[config.mk]
export PLATFORM = sky130hd
export DESIGN_NAME = led_blink_multi_flat
export DESIGN_NICKNAME = d
export VERILOG_FILES = /design/src/rtl/led_blink_pkg.sv /design/src/rtl/led_blink_multi_if.sv /design/src/rtl/led_blink_ch.sv /design/src/rtl/led_blink_multi.sv /design/src/flat_wrapper.sv
export SDC_FILE = /design/constraint.sdc
export NUM_CORES = 1
export LEC_CHECK = 0
export ABC_AREA = 0
export BUFFER_PORTS_ARGS = -buffer_cell sky130_fd_sc_hd__buf_2
export CAP_MARGIN = 20
export CORE_AREA = 3 3 166 248
export DETAILED_ROUTE_END_ITERATION = 12
export DIE_AREA = 0 0 169 251
export HOLD_SLACK_MARGIN = 0.1
export PLACE_DENSITY = 0.57
export REMOVE_ABC_BUFFERS = 1
export SETUP_SLACK_MARGIN = 0.2
export SLEW_MARGIN = 20
export SYNTH_ARGS = -nofsm -noshare
export SYNTH_HDL_FRONTEND = slang
export SYNTH_SLANG_ARGS = --single-unit
export TNS_END_PERCENT = 20
[constraint.sdc]
create_clock -name clk -period 12.7 [get_ports clk]
set_clock_uncertainty 0.2 [all_clocks]
set_input_delay 1.27 -clock clk [delete_from_list [all_inputs] [get_ports clk]]
set_output_delay 1.27 -clock clk [all_outputs]
set_load 0.02 [all_outputs]
[src/rtl/led_blink_pkg.sv]
`default_nettype none
// ============================================================================
// Module   : led_blink_pkg
// Brief    : Shared types and constants for the multi-channel LED blinker.
// Revision : 1.0 - initial release
// ============================================================================
package led_blink_pkg;

    localparam int MODE_W = 2;

    typedef enum logic [MODE_W-1:0] {
        MODE_OFF     = 2'd0,
        MODE_ON      = 2'd1,
        MODE_BLINK   = 2'd2,
        MODE_BREATHE = 2'd3
    } led_mode_t;

endpackage
`default_nettype wire

[src/rtl/led_blink_multi_if.sv]
`default_nettype none
// ============================================================================
// Module   : led_blink_multi_if
// Brief    : Valid/ready configuration write port for led_blink_multi.
// Revision : 1.0 - initial release
// ============================================================================
interface led_blink_multi_if
    import led_blink_pkg::*;
#(
    parameter int NUM_CH = 4,
    parameter int CNT_W  = 24
);
    localparam int CH_W = (NUM_CH > 1) ? $clog2(NUM_CH) : 1;

    logic             cfg_valid;
    logic             cfg_ready;
    logic [CH_W-1:0]  cfg_ch;
    led_mode_t        cfg_mode;
    logic [CNT_W-1:0] cfg_div;

    modport master (
        output cfg_valid, cfg_ch, cfg_mode, cfg_div,
        input  cfg_ready
    );

    modport slave (
        input  cfg_valid, cfg_ch, cfg_mode, cfg_div,
        output cfg_ready
    );

endinterface
`default_nettype wire

[src/rtl/led_blink_ch.sv]
`default_nettype none
// ============================================================================
// Module   : led_blink_ch
// Brief    : One LED channel: prescaler, mode register, breathe duty ramp.
// Revision : 1.0 - initial release
// ============================================================================
module led_blink_ch
    import led_blink_pkg::*;
#(
    parameter int               CNT_W       = 24,
    parameter int               PWM_W       = 8,
    parameter logic [CNT_W-1:0] DEFAULT_DIV = CNT_W'(12_499_999)
) (
    input  logic             clk,
    input  logic             rst,
    input  logic             load,
    input  led_mode_t        load_mode,
    input  logic [CNT_W-1:0] load_div,
    input  logic             sync,
    input  logic [PWM_W-1:0] pwm_cnt,
    output logic             led,
    output logic             tick
);

    localparam logic [PWM_W-1:0] c_DUTY_MAX = {PWM_W{1'b1}};

    led_mode_t        r_mode;
    logic [CNT_W-1:0] r_div;
    logic [CNT_W-1:0] r_cnt;
    logic [PWM_W-1:0] r_duty;
    logic             r_dir_down;
    logic             r_led;
    logic             r_tick;

    logic             w_wrap;
    logic [PWM_W-1:0] w_duty_step;

    always_comb begin
        w_wrap      = (r_cnt == r_div);
        w_duty_step = r_dir_down ? (r_duty - 1'b1) : (r_duty + 1'b1);
    end

    always_ff @(posedge clk or posedge rst) begin
        if (rst) begin
            r_mode     <= MODE_BLINK;
            r_div      <= DEFAULT_DIV;
            r_cnt      <= '0;
            r_duty     <= '0;
            r_dir_down <= 1'b0;
            r_led      <= 1'b0;
            r_tick     <= 1'b0;
        end else if (load || sync) begin
            // A write landing together with a phase sync still takes the new settings
            if (load) begin
                r_mode <= load_mode;
                r_div  <= load_div;
            end
            r_cnt      <= '0;
            r_duty     <= '0;
            r_dir_down <= 1'b0;
            r_led      <= 1'b0;
            r_tick     <= 1'b0;
        end else begin
            r_cnt  <= w_wrap ? '0 : (r_cnt + 1'b1);
            r_tick <= w_wrap;
            case (r_mode)
                MODE_OFF:   r_led <= 1'b0;
                MODE_ON:    r_led <= 1'b1;
                MODE_BLINK: if (w_wrap) r_led <= ~r_led;
                default: begin
                    r_led <= (pwm_cnt < r_duty);
                    // Direction reverses on reaching an end, so the ends are held for one step only
                    if (w_wrap) begin
                        r_duty <= w_duty_step;
                        if (w_duty_step == c_DUTY_MAX)
                            r_dir_down <= 1'b1;
                        else if (w_duty_step == '0)
                            r_dir_down <= 1'b0;
                    end
                end
            endcase
        end
    end

    assign led  = r_led;
    assign tick = r_tick;

endmodule
`default_nettype wire

[src/rtl/led_blink_multi.sv]
`default_nettype none
// ============================================================================
// Module   : led_blink_multi
// Brief    : NUM_CH-channel LED driver (OFF/ON/BLINK/BREATHE) with config port.
//            Optional LED_PHASE_SYNC_EN adds sync_in to restart all channels.
// Revision : 1.0 - initial release
// ============================================================================
module led_blink_multi
    import led_blink_pkg::*;
#(
    parameter int               NUM_CH      = 4,
    parameter int               CNT_W       = 24,
    parameter int               PWM_W       = 8,
    parameter logic [CNT_W-1:0] DEFAULT_DIV = CNT_W'(12_499_999)
) (
    input  logic              clk,
    input  logic              rst,
`ifdef LED_PHASE_SYNC_EN
    input  logic              sync_in,
`endif
    led_blink_multi_if.slave  cfg,
    output logic [NUM_CH-1:0] led,
    output logic [NUM_CH-1:0] tick
);

    localparam int CH_W = (NUM_CH > 1) ? $clog2(NUM_CH) : 1;

    logic             r_ready;
    logic [PWM_W-1:0] r_pwm_cnt;
    logic             w_accept;
    logic             w_sync;

`ifdef LED_PHASE_SYNC_EN
    assign w_sync = sync_in;
`else
    assign w_sync = 1'b0;
`endif

    assign w_accept      = cfg.cfg_valid & r_ready;
    assign cfg.cfg_ready = r_ready;

    // Ready drops for exactly the cycle after each accept
    always_ff @(posedge clk or posedge rst) begin
        if (rst)
            r_ready <= 1'b1;
        else
            r_ready <= ~w_accept;
    end

    always_ff @(posedge clk or posedge rst) begin
        if (rst)
            r_pwm_cnt <= '0;
        else if (w_sync)
            r_pwm_cnt <= '0;
        else
            r_pwm_cnt <= r_pwm_cnt + 1'b1;
    end

    // Out-of-range channel indices decode to no load strobe at all
    for (genvar i = 0; i < NUM_CH; i++) begin : g_ch
        logic w_load;
        assign w_load = w_accept && (cfg.cfg_ch == CH_W'(i));

        led_blink_ch #(
            .CNT_W       (CNT_W),
            .PWM_W       (PWM_W),
            .DEFAULT_DIV (DEFAULT_DIV)
        ) u_ch (
            .clk       (clk),
            .rst       (rst),
            .load      (w_load),
            .load_mode (cfg.cfg_mode),
            .load_div  (cfg.cfg_div),
            .sync      (w_sync),
            .pwm_cnt   (r_pwm_cnt),
            .led       (led[i]),
            .tick      (tick[i])
        );
    end

endmodule
`default_nettype wire

[src/flat_wrapper.sv]
// flat-port wrapper written by rule: the top's interface ports become plain ports
module led_blink_multi_flat import led_blink_pkg::*;
#(
    parameter int               NUM_CH      = 4,
    parameter int               CNT_W       = 24,
    parameter int               PWM_W       = 8,
    parameter logic [CNT_W-1:0] DEFAULT_DIV = CNT_W'(12_499_999)
)
  (clk, rst, led, tick, cfg_cfg_valid, cfg_cfg_ch, cfg_cfg_mode, cfg_cfg_div, cfg_cfg_ready);
  led_blink_multi_if #(.NUM_CH(NUM_CH), .CNT_W(CNT_W)) cfg_i ();
  input  logic clk;
  input  logic rst;
  output logic [NUM_CH-1:0] led;
  output logic [NUM_CH-1:0] tick;
  input wire logic [$bits(cfg_i.cfg_valid)-1:0] cfg_cfg_valid;
  input wire logic [$bits(cfg_i.cfg_ch)-1:0] cfg_cfg_ch;
  input wire logic [$bits(cfg_i.cfg_mode)-1:0] cfg_cfg_mode;
  input wire logic [$bits(cfg_i.cfg_div)-1:0] cfg_cfg_div;
  output wire logic [$bits(cfg_i.cfg_ready)-1:0] cfg_cfg_ready;
  assign cfg_i.cfg_valid = cfg_cfg_valid;
  assign cfg_i.cfg_ch = cfg_cfg_ch;
  assign cfg_i.cfg_mode = cfg_cfg_mode;
  assign cfg_i.cfg_div = cfg_cfg_div;
  assign cfg_cfg_ready = cfg_i.cfg_ready;
  led_blink_multi #(.NUM_CH(NUM_CH), .CNT_W(CNT_W), .PWM_W(PWM_W), .DEFAULT_DIV(DEFAULT_DIV)) u_core (.clk(clk), .rst(rst), .cfg(cfg_i), .led(led), .tick(tick));
endmodule
==> results.json <==
{
  "run_status": "finished clean",
  "grt_pass1_vias": 10300,
  "n_antenna_cell": 0,
  "clock-sinks": 253,
  "hp-start": "u_core.g_ch[2].u_ch.r_div[11]$_DFFE_PP1P_",
  "clockPowerShare_pct": 39.5,
  "grt_use_total_pct": 15.8,
  "synth_top_family_by_area": "simple AND/OR/NAND/NOR gates",
  "antenna_found_initial": 0,
  "max_slew_margin_pct": 28.2,
  "yosysWarnings": 0,
  "worstSetupStartpoint": "rst",
  "holdBufCountCts": 0,
  "grt_first_pass_wirelength_um": 54500,
  "synth_most_common_cell": "nand2_1",
  "tns_ps": 0,
  "p_leak_uw": 0.00727,
  "htreeDepth": 1,
  "fp.dieH_um": 251,
  "drive_gt1_share_pct": 11.9,
  "cts_resized": 0,
  "crit_path_start_kind": "input port",
  "comb_power_share_pct": 14.0,
  "synthTopCellsByArea": "dfrtp_1 34%, dfstp_2 13%, nand2_1 9.9%, xor2_1 7.2%, xnor2_1 6.6%",
  "critPathBufInv": 4,
  "insertion_delay_ps": 550,
  "ys_seq_elements": 253,
  "grt_max_degree": 103,
  "ant_nets": 0,
  "cp_top_family": "buffers and inverters",
  "synthMuxAreaShare_pct": 1.79,
  "crit_required_ps": 13030,
  "crit_top_cell": "buf_4",
  "core_um2": 39300,
  "crit_chain": "buf_2, inv_8, buf_4, buf_4",
  "ir_worst_vdd_mv": 0.124,
  "fmax_mhz": 290,
  "hpwl_um": 23200,
  "swShare_pct": 27.4,
  "period_needed_ps": 3450,
  "min_path_type": "reg2reg",
  "clock-root-buffer": "clkbuf_16",
  "drt-total-wl_um": 33200,
  "cts_setup_buffers": 0,
  "synth-seq-area-share_pct": 47.0,
  "dr.pass1.iters": 6,
  "synthCells": 1462,
  "num_vias": 9958,
  "drtIter0Drc": 554,
  "synth-compound-area-share_pct": 5.12,
  "synth.top_cell.area_share_pct": 33.7,
  "synth_common_cells": "359 x nand2_1, 184 x dfrtp_1, 151 x nor2_1",
  "synthAdderAreaFrac_pct": 6.55,
  "max_stage_delay_ps": 870,
  "p_sw_uw": 622,
  "wl_per_cell_um": 16.5,
  "cp_slowest_cell": "buf_4",
  "io_buffers": 39,
  "netlist-cell-type-count": 62,
  "worstReg2RegStart": "u_core.g_ch[0].u_ch.r_div[20]$_DFFE_PP1P_",
  "synthSimpleGateAreaFrac_pct": 22.3,
  "viasPerCell": 4.95,
  "cts_made_buffers": 28,
  "rows": 89,
  "power_uw": 2270,
  "finalSetupViolCount": 0,
  "synth_xor_area_share_pct": 13.9,
  "syn_area_um2": 13600,
  "p_per_area_nw_per_um2": 148,
  "crit_path_max_fanout": 102,
  "yosysTopAreaCell": "dfrtp_1",
  "pin_count": 40,
  "path_class": "in2async",
  "async_reset_ff_share_pct": 100,
  "internal_power_uw": 1650,
  "area_growth_pct": 12.5,
  "drc_errors": 0,
  "gp_congestion": 0.803,
  "postSynthAreaPerCell_um2": 9.34,
  "cp_data_arrival_time_ps": 3770,
  "synth-edff-count": 0,
  "rsz0062_at_grt": "no",
  "cap_violations": 0,
  "rrSetupSlack_ps": 9690,
  "hold_viol_final": 0,
  "synthFlopType": "dfrtp_1",
  "cts_tree": "yes",
  "start_util_pct": 34.7,
  "nets": 1589,
  "gr-total-overflow": 0,
  "worst_pin_slew_ps": 1070,
  "slew_viol_final": 0,
  "min_period_over_period_pct": 27.1,
  "clkSlewWorstSetupHoldPaths_ps": 60,
  "die_area_um2": 42400,
  "crit_path_end_kind": "asynchronous set/reset pin",
  "cts.path.max_buffers": 3,
  "whs_ps": 263,
  "die_w_um": 169,
  "power.share.sequential_pct": 46.5
}
## metrics by stage
stage / cells / utilization (%) / area (um^2) / worst slack (ps)
5_1_grt: 2010 / 39.0 / 15300 / 8820
3_3_place_gp: 1959 / 36.4 / 14300 / 8560
2_1_floorplan: 1409 / - / 13400 / 4390
4_1_cts: 2010 / 39.0 / 15300 / 9090
6_report: 2010 / 39.0 / 15300 / 9250
3_5_place_dp: 1959 / 36.4 / 14300 / 8520
## per-layer routing
layer	GRT usage, %	share of wire (%)
met1	19.8	43
met2	28.0	50
met3	1.89	3.4
met4	5.48	3.1
met5	0	0
## power by group through the flow
stage | logic [uW] | clock network [uW] | registers [uW]
after floorplan | 243 | 0 | 1030
after global placement | 313 | 0 | 1070
after detailed placement | 320 | 0 | 1070
after CTS | 322 | 920 | 1060
after global routing | 363 | 954 | 1070
final | 317 | 896 | 1060
## worst register-to-register path, delay by kind of cell (launching register included)
kind,cells,cell delay (ps)
and+or+nand+nor,5,1640
muxes,1,410
DFF,1,550
xor gates and xnor gates,1,120
## layout by cell type (no fill, tap or decap), types with 4 or more instances in the layout
master       n
clkinv_2     5
dfrtp_1    184
a21oi_1     26
xnor2_1    103
nand2_1    359
dfstp_2     69
or3_1        7
o2111ai_1    4
clkbuf_8     8
buf_2       39
xor2_1     112
o21ai_0     24
a211oi_1     7
nand3_1     40
nand4_1     28
inv_1       53
mux2i_1     21
and3_1      29
clkbuf_16   29
bufinv_16    5
nor2_1     151
nor3_1      12
nor4_1      15
and4_1      12
a21o_1      11
fa_1         4
ha_1        65
nor4b_1      4
a21boi_0     8
nand4b_1     4
and2_1       9
buf_4       11
## flip-flops by register name, summed over array words and instances, names as in the netlist
| register | cells |
|---|---|
| u_core.cfg.cfg_ready | 1 |
| u_core.g_ch.u_ch.led | 4 |
| u_core.g_ch.u_ch.r_cnt | 96 |
| u_core.g_ch.u_ch.r_dir_down | 4 |
| u_core.g_ch.u_ch.r_div | 96 |
| u_core.g_ch.u_ch.r_duty | 32 |
| u_core.g_ch.u_ch.r_mode | 8 |
| u_core.g_ch.u_ch.tick | 4 |
| u_core.r_pwm_cnt | 8 |
## cell families (layout without fill, tap and decap cells)
kind of cell	after synthesis	after routing
buffers and inverters	107	155
adder cells (fa/ha/maj)	69	69
flip-flops	253	253
XOR/XNOR	216	216
AO/OA/AOI/OAI	106	106
multiplexers	24	24
AND/OR/NAND/NOR	687	687
## path summary, 6_finish.rpt
path                                                                   to  cells after the start
worst max-delay path               u_core.g_ch[2].u_ch.r_cnt[2]$_DFF_PP0_                      4
worst min-delay path            u_core.g_ch[2].u_ch.r_div[11]$_DFFE_PP1P_                      2
worst max register to register  u_core.g_ch[0].u_ch.r_duty[1]$_DFFE_PP0P_                      7
worst min register to register  u_core.g_ch[2].u_ch.r_div[11]$_DFFE_PP1P_                      2
max in group clk                u_core.g_ch[0].u_ch.r_duty[1]$_DFFE_PP0P_                      7
min in group asynchronous       u_core.g_ch[3].u_ch.r_duty[1]$_DFFE_PP0P_                      2
## layout make-up
type	count	area (um^2)
clock buffers	40	847
clock inverters	11	183
fillers	3900	24000
inverters	54	210
multi-input cells	1102	6790
flip-flops and latches	253	6420
well taps	500	626
repair buffers	50	278
No activity file was read; power rests on OpenSTA's default activity.
